`src/rtl/fsqrt_arbiter.sv`:
```
// fsqrt_arbiter: round-robin, credit-checked sharing of one fixed-latency fsqrt pipe (req_valid/req_x/req_ready in, sq_x/sq_y to the pipe, resp_valid/resp_id/resp_y/resp_ready out, busy)
module fsqrt_arbiter #(
  parameter int N_REQ = 4,
  parameter int LAT   = 2,
  parameter int DEPTH = 4,
  parameter int IDW   = $clog2(N_REQ)
) (
  input  logic                clk,
  input  logic                rst,
  input  logic [N_REQ-1:0]    req_valid,
  input  logic [32*N_REQ-1:0] req_x,
  output logic [N_REQ-1:0]    req_ready,
  output logic [31:0]         sq_x,
  input  logic [31:0]         sq_y,
  output logic                resp_valid,
  output logic [IDW-1:0]      resp_id,
  output logic [31:0]         resp_y,
  input  logic                resp_ready,
  output logic                busy
);
  localparam int IW = $clog2(LAT + 1);
  localparam int FW = $clog2(DEPTH + 1);
  localparam int PW = DEPTH > 1 ? $clog2(DEPTH) : 1;
  logic [IDW-1:0] rr_ptr, grant;
  logic           any, credit_ok, issue, push, pop;
  logic [LAT:1]   tv;
  logic [IDW-1:0] tid [1:LAT];
  logic [IW-1:0]  icnt;
  logic [FW-1:0]  fcnt;
  logic [PW-1:0]  rp, wp;
  logic [IDW-1:0] fid [DEPTH];
  logic [31:0]    fy  [DEPTH];
  always_comb begin
    any   = 1'b0;
    grant = rr_ptr;
    for (int k = N_REQ - 1; k >= 0; k--)
      if (req_valid[(int'(rr_ptr) + k) % N_REQ]) begin
        any   = 1'b1;
        grant = IDW'((int'(rr_ptr) + k) % N_REQ);
      end
  end
  assign credit_ok  = (int'(icnt) + int'(fcnt)) < DEPTH;
  assign issue      = any & credit_ok & ~rst;
  assign req_ready  = issue ? N_REQ'(1) << grant : '0;
  assign sq_x       = issue ? req_x[int'(grant)*32 +: 32] : '0;
  assign push       = tv[LAT];
  assign resp_valid = fcnt != '0;
  assign pop        = resp_valid & resp_ready;
  assign resp_id    = fid[rp];
  assign resp_y     = fy[rp];
  assign busy       = (icnt != '0) | resp_valid;
  always_ff @(posedge clk) begin
    if (rst) begin
      rr_ptr <= '0;
      tv     <= '0;
      icnt   <= '0;
      fcnt   <= '0;
      rp     <= '0;
      wp     <= '0;
    end else begin
      if (issue) rr_ptr <= int'(grant) == N_REQ - 1 ? '0 : grant + IDW'(1);
      for (int k = LAT; k > 1; k--) begin
        tv[k]  <= tv[k-1];
        tid[k] <= tid[k-1];
      end
      tv[1]  <= issue;
      tid[1] <= grant;
      icnt   <= icnt + IW'(issue) - IW'(tv[LAT]);
      fcnt   <= fcnt + FW'(push) - FW'(pop);
      if (push) begin
        fid[wp] <= tid[LAT];
        fy[wp]  <= sq_y;
        wp      <= int'(wp) == DEPTH - 1 ? '0 : wp + PW'(1);
      end
      if (pop) rp <= int'(rp) == DEPTH - 1 ? '0 : rp + PW'(1);
    end
  end
  assert property (@(posedge clk) disable iff (rst) !(push && int'(fcnt) == DEPTH && !pop));
endmodule

```
`config.mk`:
```
export PLATFORM = sky130hd
export DESIGN_NAME = fsqrt_arbiter
export DESIGN_NICKNAME = d
export VERILOG_FILES = /design/src/rtl/fsqrt_arbiter.sv
export SDC_FILE = /design/constraint.sdc
export NUM_CORES = 1
export LEC_CHECK = 0
export ABC_AREA = 1
export CAP_MARGIN = 20
export CORE_MARGIN = 2
export CORE_UTILIZATION = 52
export CTS_BUF_LIST = sky130_fd_sc_hd__clkbuf_2 sky130_fd_sc_hd__clkbuf_4 sky130_fd_sc_hd__clkbuf_8
export DETAILED_ROUTE_END_ITERATION = 8
export GPL_ROUTABILITY_DRIVEN = 0
export MAX_ROUTING_LAYER = met4
export PLACE_DENSITY_LB_ADDON = 0.05
export SKIP_LAST_GASP = 1
export SYNTH_ARGS = -nofsm -noshare
export SYNTH_HDL_FRONTEND = slang
export SYNTH_SLANG_ARGS = --single-unit
export TNS_END_PERCENT = 1
```
`constraint.sdc`:
```
create_clock -name clk -period 7.8 [get_ports clk]
set_clock_uncertainty 0.2 [all_clocks]
set_input_delay 0.78 -clock clk [delete_from_list [all_inputs] [get_ports clk]]
set_output_delay 0.78 -clock clk [all_outputs]
set_load 0.005 [all_outputs]
```
==> impl_metrics.json <==
{
  "dieArea_sq_mm": 0.0156,
  "insertion_delay_ns": 0.44,
  "p_per_area_mw_per_mm2": 342,
  "die_w_microns": 125,
  "synthCells": 804,
  "drt_iter0_markers": 347,
  "cts_resized": 0,
  "status": "finished clean",
  "wl_microns": 19100,
  "ir_drop_uv": 333,
  "grt_use_total": 0.248,
  "htree_levels": 4,
  "cap_violations": 0,
  "worst_path_max_delay_cell": "buf_4",
  "crit_type": "primary input to output pin",
  "highest_layer": "met4",
  "synth.distinct_cells": 29,
  "wl_met2_microns": 9530,
  "clk_pin_slew_ns": 0.08,
  "ys_warn_count": 0,
  "synth_top_area_cell": "edfxtp_1",
  "synth_top_area_frac": 0.553,
  "r2r_start": "rr_ptr[0]",
  "fin_area_sq_mm": 0.0105,
  "cp_num_buf_inv": 5,
  "grt-ovfl-total": 0,
  "start_util": 0.527,
  "synth_area_per_cell_sq_um": 9.46,
  "critical-path-max-stage-delay_ns": 0.52,
  "fin_ws_ns": 2.74,
  "ant_nets": 0,
  "worst_ep_arrival_time_ns": 4.08,
  "grt_max_degree": 70,
  "finalSetupTns_ns": 0,
  "root_buffer": "clkbuf_8",
  "min-delay-start": "tv[1]",
  "finalMaxSlewViolations": 0,
  "grt_pass1_vias": 5900,
  "hpwl_microns": 12700,
  "placement.io_buffers": 238,
  "startpoint": "req_valid[3]",
  "coreArea_sq_mm": 0.0144,
  "ys_seq_elements": 155,
  "postCtsSetupRepairBufs": 0,
  "final_nets": 1200,
  "wl_met1_microns": 7580,
  "cp-start-kind": "primary input",
  "setup_violations": 0,
  "wire_per_inst_microns": 15.7,
  "area.growth.synth_to_final_pct": 38.4,
  "drive_gt1_frac": 0.0756,
  "rows": 44,
  "pre_cts_ws_ns": 2.67,
  "cts_buffers": 17,
  "slew_headroom": 0.305,
  "cp_max_fo": 65,
  "worst_slew_pin_slew_ns": 1.04,
  "reg2reg_slack_ns": 4.50,
  "n_antenna_cell": 0,
  "min_path_type": "flip-flop to flip-flop",
  "die_y_microns": 125,
  "finalHoldViolCount": 0,
  "dr_wl_met3_microns": 1170,
  "pin_count": 239,
  "grt_pass1_wl_microns": 29600,
  "grt_setup_unrepaired": "no",
  "placed_area_sq_mm": 0.0100,
  "period_needed_ns": 5.06,
  "cts_buffer_depth": 2,
  "synth.yosys.seq_area_share": 0.592,
  "ys_top_cells_by_area": "edfxtp_1 55%, nand2_1 7.4%, nor2_1 7.2%",
  "clock_sink_count": 155,
  "drc": 0,
  "critPathCaptureType": "output pin",
  "clock.fmax_mhz": 198,
  "vias": 6444,
  "leakagePower_uw": 0.00404,
  "path_cells": "clkdlybuf4s50_1 > inv_1 > nand2_1 > nand3_1 > nand2_1 > nand3_1 > nand4_2 > buf_4 > nand2_2 > buf_4 > nand2_2 > nand3_1 > nand2_1 > nor2_2 > clkdlybuf4s50_1",
  "antenna_found_initial": 0,
  "hold_buffers": 0,
  "drt-pass1-iter-count": 5,
  "syn_nets": 985,
  "cpLargestDelayFamily": "buffers and inverters",
  "vias_per_cell": 5.30,
  "worstPathRequired_ns": 6.82,
  "fin_crit_sh": 0.649,
  "cts_tree": "built",
  "syn-cell-area_sq_mm": 0.00761
}
[layer usage]
layer  vias up  global-route usage
met5         -                   -
met4         0               0.109
met3        56              0.0578
met2       247               0.402
met1      2957               0.300
li1       3184                   -
[worst paths after layout]
path                                  end  cells after the start
worst min register to register      tv[2]                      2
worst max register to register  rr_ptr[1]                     13
worst min-delay path                tv[2]                      2
worst max-delay path             sq_x[24]                     15
[final cells by class]
type                       count  area (sq um)
multi-input combinational    559          2680
clock buffer                  20           275
tap                          184           230
sequential                   155          4510
clock inverter                12           136
timing repair buffer         250          2560
fill                        1128          3900
inverter                      36           140
[Yosys cell counts, drive strengths merged]
master and count:
nor2 153, buf 30, xor2 3, nor3 1
edfxtp 140, a211oi 1, ha 13, clkbuf 24
nand2 165, a21oi 5, inv 35, dfxtp 15
o21ai 74, o211a 2, fa 1, o22ai 34
clkinv 1, nor4 1, nand3 105, nand4 1
[power by group]
group / internal (uW) / total, uW / switching [uW]
logic: 876 / 1990 / 1110
clock network: 313 / 601 / 288
registers: 972 / 1010 / 38.6
[worst register-to-register path, delay by kind of cell (launching register included)]
kind,cells,cell delay [ns]
adder cells (fa/ha/maj),1,0.43
AND/OR/NAND/NOR,8,1.10
buffers and inverters,2,0.56
AO/OA/AOI/OAI,2,0.30
flip-flops,1,0.60
[cell families after synthesis]
logic type | after synthesis | share of synthesized area
adders and majority gates | 14 | 0.0240
buffers and inverters | 90 | 0.0604
xor gates and xnor gates | 3 | 0.00345
and+or+nand+nor | 426 | 0.237
AOI/OAI and AO/OA | 116 | 0.0835
DFF | 155 | 0.592
[cell usage in the layout, fill, tap and decap left out, types with 5 or more instances in the layout]
master	Yosys	layout
clkdlybuf4s50_1	0	238
nand2_1	151	150
nor2_1	146	142
edfxtp_1	140	140
nand3_1	104	104
o21ai_0	74	74
o22ai_1	34	34
inv_1	31	30
clkbuf_8	0	20
nand2_2	14	15
dfxtp_1	15	14
ha_1	13	13
nor2_2	7	7
buf_4	14	6
a21oi_1	5	5
[registers in the layout, summed over array words and instances (netlist names), named ones only]
| name | flops |
|---|---|
| tv | 2 |
| rr_ptr | 2 |
| rp | 2 |
| wp | 2 |
| fid | 8 |
| fy | 128 |
| icnt | 2 |
| fcnt | 3 |
| tid | 4 |
[per-stage QoR]
step	hold slack, ns	std cells	power [uW]	utilization
floorplan	0.188	804	2310	-
global placement	0.196	1178	2980	0.692
detailed placement	0.205	1179	3000	0.693
CTS	0.220	1211	3600	0.722
global route	0.224	1216	3870	0.730
finish	0.218	1216	3600	0.730
(Power assumes the default switching activity.)
